===== src/rtl/display_scan_ctrl.sv =====
// display_scan_ctrl: multiplexes six BCD digits onto one active-low 7-segment bus with anode guard, blink and DPs.
// Optional DISPLAY_LZB_EN blanks a leading zero in the hours-tens slot outside configuration mode.
module display_scan_ctrl #(
    parameter int CLK_HZ    = 50_000_000,
    parameter int SCAN_HZ   = 1000,
    parameter int BLINK_HZ  = 2,
    parameter int GUARD_CYC = 500
) (
    input  logic       clk,
    input  logic       reset,
    input  logic [3:0] s_unidade,
    input  logic [3:0] s_dezena,
    input  logic [3:0] m_unidade,
    input  logic [3:0] m_dezena,
    input  logic [3:0] h_unidade,
    input  logic [3:0] h_dezena,
    input  logic [2:0] config_digit,
    input  logic       is_config,
    input  logic [1:0] state_out,
    output logic [6:0] seg,
    output logic       dp,
    output logic [5:0] an
);
    localparam int SCAN_DIV  = CLK_HZ / SCAN_HZ;
    localparam int BLINK_DIV = CLK_HZ / (2 * BLINK_HZ);
    localparam int SW = $clog2(SCAN_DIV);
    localparam int BW = $clog2(BLINK_DIV);

    logic [SW-1:0] scan_cnt;
    logic [BW-1:0] blink_cnt;
    logic [2:0]    slot;
    logic          blink_phase;
    logic [3:0]    snap [6];
    logic [3:0]    digit;
    logic          scan_tc, blink_tc, blank, lzb;
    logic [6:0]    seg_n, dec;
    logic          dp_n;
    logic [5:0]    an_n;

    assign scan_tc  = scan_cnt == SW'(SCAN_DIV - 1);
    assign blink_tc = blink_cnt == BW'(BLINK_DIV - 1);
    assign digit    = snap[slot];
    // config_digit above 5 never equals a slot, so nothing blanks
    assign blank    = is_config && blink_phase && slot == config_digit;

`ifdef DISPLAY_LZB_EN
    assign lzb = slot == 3'd5 && digit == 4'd0 && !is_config;
`else
    assign lzb = 1'b0;
`endif

    always_comb begin
        case (digit)
            4'd0:    dec = 7'b1000000;
            4'd1:    dec = 7'b1111001;
            4'd2:    dec = 7'b0100100;
            4'd3:    dec = 7'b0110000;
            4'd4:    dec = 7'b0011001;
            4'd5:    dec = 7'b0010010;
            4'd6:    dec = 7'b0000010;
            4'd7:    dec = 7'b1111000;
            4'd8:    dec = 7'b0000000;
            4'd9:    dec = 7'b0010000;
            default: dec = 7'b0111111;
        endcase
    end

    always_comb begin
        seg_n = blank || lzb ? 7'h7F : dec;
        dp_n  = blank ? 1'b1 : !(slot == 3'd2 || slot == 3'd4 || (slot == 3'd0 && state_out == 2'b01));
        an_n  = scan_cnt < SW'(GUARD_CYC) ? 6'h3F : ~(6'b1 << slot);
    end

    always_ff @(posedge clk or negedge reset) begin
        if (!reset) begin
            scan_cnt    <= '0;
            blink_cnt   <= '0;
            slot        <= 3'd0;
            blink_phase <= 1'b0;
            snap        <= '{default: 4'd0};
            seg         <= 7'h7F;
            dp          <= 1'b1;
            an          <= 6'h3F;
        end else begin
            seg       <= seg_n;
            dp        <= dp_n;
            an        <= an_n;
            scan_cnt  <= scan_tc ? '0 : scan_cnt + 1'b1;
            blink_cnt <= blink_tc ? '0 : blink_cnt + 1'b1;
            if (blink_tc)
                blink_phase <= ~blink_phase;
            if (scan_tc)
                slot <= slot == 3'd5 ? 3'd0 : slot + 3'd1;
            // frame-wide snapshot prevents tearing while digits update mid-frame
            if (scan_tc && slot == 3'd5)
                snap <= '{s_unidade, s_dezena, m_unidade, m_dezena, h_unidade, h_dezena};
        end
    end
endmodule


===== config.mk =====
export PLATFORM = sky130hd
export DESIGN_NAME = display_scan_ctrl
export DESIGN_NICKNAME = d
export VERILOG_FILES = /design/src/rtl/display_scan_ctrl.sv
export SDC_FILE = /design/constraint.sdc
export NUM_CORES = 1
export LEC_CHECK = 0
export BUFFER_PORTS_ARGS = -buffer_cell sky130_fd_sc_hd__buf_4
export CAP_MARGIN = 20
export CORE_MARGIN = 2
export CORE_UTILIZATION = 30
export DETAILED_ROUTE_END_ITERATION = 10
export SETUP_SLACK_MARGIN = 0.05
export SYNTH_ARGS = -nofsm -noshare
export SYNTH_HDL_FRONTEND = slang
export SYNTH_SLANG_ARGS = --single-unit

===== constraint.sdc =====
create_clock -name clk -period 2.4 [get_ports clk]
set_input_delay 0.12 -clock clk [delete_from_list [all_inputs] [get_ports clk]]
set_output_delay 0.12 -clock clk [all_outputs]
set_load 0.05 [all_outputs]

; Word-level counts from Yosys, hierarchy flattened
; Memories as Yosys holds them, arrays and structs flattened.
; Cells that the tools add are included.
[word_totals]
ff_bits = 82
romBits = 112
in_bits = 32
output_inout_bits = 14
elab_cells = 47
n_memories = 1
[mem_list]
columns = memory, depth, word_bits, read_ports, rd_clocked_by_memory_dff, wr, line_no
row1 = (name not given), 16, 7, 1, 0, 0, 53  ; case (digit)
[op_classes]
add_sub_neg = 3
order_cmp = 2
eq_ne = 7
n_shift = 1
mux = 9
bitwise_logic = 3
reduce_logical = 8
[ops]
columns = op, n
row1 = 24-bit by 1-bit adder with 24-bit output (second input constant), 1
row2 = 24-bit equality test (second input constant), 1
row3 = 24-bit 2-to-1 mux, 1
row4 = 16-bit by 1-bit adder with 16-bit output (second input constant), 1
row5 = 16-bit equality test (second input constant), 1
row6 = 16-bit by 9-bit < comparator with 1-bit output (second input constant), 1
row7 = 16-bit 2-to-1 mux, 1
row8 = 4-bit binary-select mux with 3-bit select, 1
row9 = 4-bit 2-to-1 mux, 2
row10 = 7-bit 2-to-1 mux, 1
row11 = 3-bit equality test (second input constant), 2
row12 = 6-bit 2-to-1 mux, 1
row13 = 6-bit NOT, 1
row14 = 1-bit by 3-bit << shifter with 6-bit output (first input constant), 1
row15 = 4-bit >= comparator (second input constant), 1
row16 = 1-bit logical AND, 4
row17 = 3-bit NOT with 4-bit output, 1
row18 = 3-bit by 1-bit adder with 3-bit output (second input constant), 1
row19 = 3-bit by 2-bit equality test with 1-bit output (second input constant), 1
row20 = 3-bit equality test, 1
row21 = 3-bit zero test, 1
row22 = 3-bit 2-to-1 mux, 1
row23 = 2-bit by 1-bit equality test with 1-bit output (second input constant), 1
row24 = 1-bit logical OR, 2
row25 = 3 further kinds, 3

; Logic depth before layout (Yosys ltp)
; An unclocked memory read counts as a cell.
[logic_depth]
depth_word = 6
ltp_mapped = 9
depth_no_buf = 7

; Least setup slack after synthesis
; Ideal clock, no wire load.
[synth_path]
kind = flip-flop to flip-flop
from = register slot[1]
to = register seg[2]
setup_time_ns = 0.095
t_arrival_ns = 1.957
required_time_ns = 2.305
setup_slack_ns = 0.348
path_stages_with_launch = 10
path_buffers = 2
period_less_slack_ns = 2.052
cell_sequence = dfrtp_1 -> buf_2 -> buf_2 -> mux2i_1 -> nor2_1 -> nor3_1 -> inv_1 -> ha_1 -> a21oi_1 -> o21ai_0
[synth_via]
elab_chain_len = 6
word_cells_on_any_way = 8
cone_classes = eq/ne (1) / mux (4) / bitwise (1) / reduce/logical (1) / memory (1)
[synth_lines]
columns = item, line_no
row1 = from (decl), 31  ; logic [2:0] slot;
row2 = from (signal assigned), 93  ; slot <= slot == 3'd5 ? 3'd0 : slot + 3'd1;
row3 = 3-bit NOT with 4-bit output (not written as such), 42  ; assign digit = snap[slot];
row4 = 4-bit binary-select mux with 3-bit select, 42
row5 = 4-bit 2-to-1 mux (not written as such) (2 in a row), 42
row6 = memory read 16 x 7 bit, -
row7 = 7-bit 2-to-1 mux *, 69  ; seg_n = blank || lzb ? 7'h7F : dec;
row8 = named net seg_n[2], 36  ; logic [6:0] seg_n, dec;
row9 = to (signal assigned), 85  ; seg <= seg_n;
row10 = to (decl), 20  ; output logic [6:0] seg,
; Mark *: on every way through the listed nets, which the timed path passes. The rest lies on a longest branch. The select of a mux whose other input is x is not followed.
; A chain may end at the register's enable or synchronous reset.

; Final worst setup path
[layout_path]
from = register blink_cnt[0]
to = register blink_phase
[layout_via]
elab_chain_len = 1
[layout_lines]
columns = item, line_no
row1 = from (decl), 30  ; logic [BW-1:0] blink_cnt;
row2 = from (signal assigned), 89  ; blink_cnt <= blink_tc ? '0 : blink_cnt + 1'b1;
row3 = 24-bit equality test, 41  ; assign blink_tc = blink_cnt == BW'(BLINK_DIV - 1);
row4 = to (signal assigned), 91  ; blink_phase <= ~blink_phase;
row5 = to (decl), 32  ; logic blink_phase;
; No other way between the ends.

==> results.json <==
{
  "timing.final.setup_violations": 0,
  "grt_antenna_before_repair": 0,
  "clk_transition_reported_paths_ns": 0.06,
  "setup-tns-final_ns": 0,
  "synth-seq-area-share_pct": 53.6,
  "share_comb_of_total_power_pct": 6.4,
  "deepest_level_of_the_cts_h_tree": 3,
  "layout_worst_path_cycle_share_pct": 91.6,
  "drcViolationCount": 0,
  "muxShareOfSynthArea_pct": 11.9,
  "reg2reg_to": "blink_phase",
  "crit_path_start_kind": "register",
  "synth_area_um2": 3860,
  "synth_edf_count": 0,
  "period_minus_slack_ns": 2.20,
  "critPathRequiredTime_ns": 2.66,
  "n_antenna_cell": 0,
  "final.hold.worst_slack_ns": 0.0172,
  "routed_wire_length_per_instance_um": 13.3,
  "regToRegStartpoint": "blink_cnt[0]",
  "clock_insertion_delay_at_the_later_pin_of_the_skew_report_ns": 0.33,
  "finalWirelength_um": 7680,
  "postSynth.topFlopCell": "sky130_fd_sc_hd__dfrtp_1",
  "power_density_nw_per_um2": 645,
  "netSwitchingPower_w": 0.000656,
  "worst_slew_margin_rel_pct": 39.6,
  "cts.repair_timing.setup_buffer_count": 0,
  "rr_worst_depth": 6,
  "synth_simple_gate_area_share_pct": 17.0,
  "cts_tree": "built",
  "wire_length_of_the_first_global_routing_pass_um": 13300,
  "yosysWarnings": 0,
  "hp-start": "h_dezena[2]",
  "reported_leakage_power_nw": 2.11,
  "finalNetCount": 441,
  "utilization_pct": 38.3,
  "max_cap_viol_count": 0,
  "p_seq_share_pct": 46.3,
  "buffer_ports.inserted": 45,
  "die_width_um": 117,
  "synth_cell_types": 41,
  "layout_common_cells": "sky130_fd_sc_hd__dfrtp_1 (68), sky130_fd_sc_hd__buf_4 (60), sky130_fd_sc_hd__nor2_1 (38)",
  "grt_start_max_net_pins": 72,
  "area.growth.synth_to_final_pct": 24.6,
  "drt-pass1-iter-count": 4,
  "clock_sinks": 82,
  "gr-total-overflow": 0,
  "fin_worst_skew_ns": 0.00802,
  "rsz_0062_raised_after_global_routing": "no",
  "rows": 41,
  "placed_area_um2": 4470,
  "synth_xor_xnor_area_share_pct": 8.85,
  "cts_root_buffer": "sky130_fd_sc_hd__clkbuf_16",
  "postSynthRegisterBits": 82,
  "cts_inserted_buffers": 9,
  "core_um2": 12600,
  "ctsLongestPathBuffers": 2,
  "mostFrequentLayoutCell": "sky130_fd_sc_hd__dfrtp_1",
  "critical_path_arrival_ns": 2.45,
  "hold_viol_final": 0,
  "die_h_um": 117,
  "r2r_setup_slack_ns": 0.20,
  "number_of_global_route_vias_before_repair": 2752,
  "irDropWorstVdd_v": 0.000380,
  "initial_core_util_pct": 30.7,
  "syn_nets": 379,
  "synthCells": 338,
  "gp_congestion": 0.847,
  "largest_family_of_logic_cells_by_synthesized_area": "simple AND/OR/NAND/NOR gates",
  "maxClockFrequency_mhz": 455,
  "via_per_inst": 4.58,
  "drt_iter0_drc": 136,
  "timing.final.ws_setup_ns": 0.203,
  "timing.hold.worst_path_depth": 2,
  "die-area_um2": 13800,
  "sw_frac_of_total_pct": 21.1,
  "timing.critical_path.fanout_max": 8,
  "crit_end_element": "register",
  "gr-usage-all-layers_pct": 11.9,
  "slew_of_the_pin_with_the_lowest_slew_margin_ns": 0.906,
  "final_max_slew_viol_count": 0,
  "compound_gate_fraction_of_synth_area_pct": 3.37,
  "remaining_antenna_violation_count_after_routing": 0,
  "status": "finished, final reports clean",
  "internal_power_w": 0.00245,
  "critical_path_class": "reg2reg",
  "syn_avg_cell_area_um2": 11.4,
  "io_pins": 46,
  "power.clock.fraction_pct": 47.3,
  "path_category_of_the_worst_min_delay_check": "in2reg",
  "finalInstanceArea_um2": 4810,
  "async_reset_ff_share_pct": 100,
  "detailedPlacementHpwl_um": 5590,
  "drive_above_1_share_pct": 31.4,
  "synthAdderAreaFrac_pct": 2.92,
  "min_delay_worst_endpoint": "snap[2]",
  "route.vias.total": 2645,
  "pre_cts_slack_ns": 0.145
}
[sequential cells by signal (all words and copies together), names as in the netlist]
register	count
seg	7
blink_cnt	24
an	6
snap	24
blink_phase	1
dp	1
scan_cnt	16
slot	3
[cells by family (layout without fill, tap and decap cells)]
group	count (synthesis)	after routing
muxes	42	42
DFF	82	82
adders and majority gates	9	9
xor gates and xnor gates	39	39
and+or+nand+nor	129	129
buffers and inverters	18	85
AOI/OAI and AO/OA	19	19
[critical path, cell delays in order, from the launching register on]
cell and delay [ns]:
sky130_fd_sc_hd__dfrtp_1 0.39, sky130_fd_sc_hd__ha_1 0.21, sky130_fd_sc_hd__and4_1 0.27, sky130_fd_sc_hd__or3b_2 0.53, sky130_fd_sc_hd__nor3_4 0.34, sky130_fd_sc_hd__buf_4 0.22, sky130_fd_sc_hd__xor2_1 0.16
[worst max path at each step]
stage,end,from,cells past startpoint,slack (ns)
after global placement,seg[4],slot[1],5,0.26
after floorplan,seg[2],slot[1],9,0.35
after detailed placement,seg[4],slot[1],5,0.15
after CTS,seg[4],slot[1],5,0.11
final,blink_phase,blink_cnt[0],6,0.20
after global routing,blink_phase,blink_cnt[0],6,0.05
[final cells by class]
type	count	area, µm²
Timing Repair Buffer	61	460
Inverter	8	30.0
Multi-Input combinational cell	238	1710
Clock buffer	11	243
Fill cell	1252	7760
Tap cell	172	215
Sequential cell	82	2070
Clock inverter	5	77.6
[power groups by stage]
stage          Sequential [W]  Clock, W  Combinational, W
6_report              0.00144   0.00147          0.000197
5_1_grt               0.00144   0.00156          0.000217
4_1_cts               0.00144   0.00151          0.000202
3_5_place_dp          0.00146         0          0.000200
3_3_place_gp          0.00146         0          0.000196
2_1_floorplan         0.00150         0         0.0000552
[metal layers]
metal | up-vias | global-route usage, % | wire length [µm] | share of wire [%]
li1 | 1302 | - | - | -
met1 | 1287 | 15.7 | 3670 | 48
met2 | 46 | 18.8 | 3590 | 47
met3 | 10 | 3.40 | 302 | 3.9
met4 | 0 | 4.44 | 120 | 1.6
met5 | - | 0 | 0 | 0
[synthesized netlist by cell type (2+ instances only)]
| library cell | instances | area (µm²) |
|---|---|---|
| sky130_fd_sc_hd__a21oi_1 | 3 | 15.0 |
| sky130_fd_sc_hd__a221oi_1 | 2 | 17.5 |
| sky130_fd_sc_hd__a32oi_1 | 4 | 35.0 |
| sky130_fd_sc_hd__and2_1 | 3 | 18.8 |
| sky130_fd_sc_hd__and3_1 | 5 | 31.3 |
| sky130_fd_sc_hd__and4_1 | 3 | 26.3 |
| sky130_fd_sc_hd__buf_2 | 5 | 25.0 |
| sky130_fd_sc_hd__buf_4 | 2 | 15.0 |
| sky130_fd_sc_hd__clkbuf_1 | 2 | 7.51 |
| sky130_fd_sc_hd__dfrtp_1 | 68 | 1700 |
| sky130_fd_sc_hd__dfstp_2 | 14 | 368 |
| sky130_fd_sc_hd__ha_1 | 9 | 113 |
| sky130_fd_sc_hd__inv_1 | 8 | 30.0 |
| sky130_fd_sc_hd__mux2_2 | 32 | 360 |
| sky130_fd_sc_hd__mux2i_1 | 10 | 100 |
| sky130_fd_sc_hd__nand2_1 | 22 | 82.6 |
| sky130_fd_sc_hd__nand2b_1 | 3 | 18.8 |
| sky130_fd_sc_hd__nand3_1 | 24 | 120 |
| sky130_fd_sc_hd__nand4_1 | 5 | 31.3 |
| sky130_fd_sc_hd__nor2_1 | 38 | 143 |
| sky130_fd_sc_hd__nor2b_1 | 3 | 18.8 |
| sky130_fd_sc_hd__nor3_1 | 9 | 45.0 |
| sky130_fd_sc_hd__nor4_1 | 5 | 31.3 |
| sky130_fd_sc_hd__o21ai_0 | 5 | 25.0 |
| sky130_fd_sc_hd__xnor2_1 | 20 | 175 |
| sky130_fd_sc_hd__xor2_1 | 19 | 166 |
[metrics by stage]
step / power (W) / cells
6_report: 0.00310 / 577
5_1_grt: 0.00322 / 577
4_1_cts: 0.00315 / 577
3_5_place_dp: 0.00166 / 560
3_3_place_gp: 0.00166 / 560
2_1_floorplan: 0.00155 / 338
[timing repair]
| item | CTS | global route |
|---|---|---|
| endpoints found under the hold margin | 68 | 0 |
| endpoints found under the setup margin | 0 | 2 |
| hold buffers | 1 | 0 |
| gates resized for setup | 0 | 1 |
(Power assumes the default switching activity.)
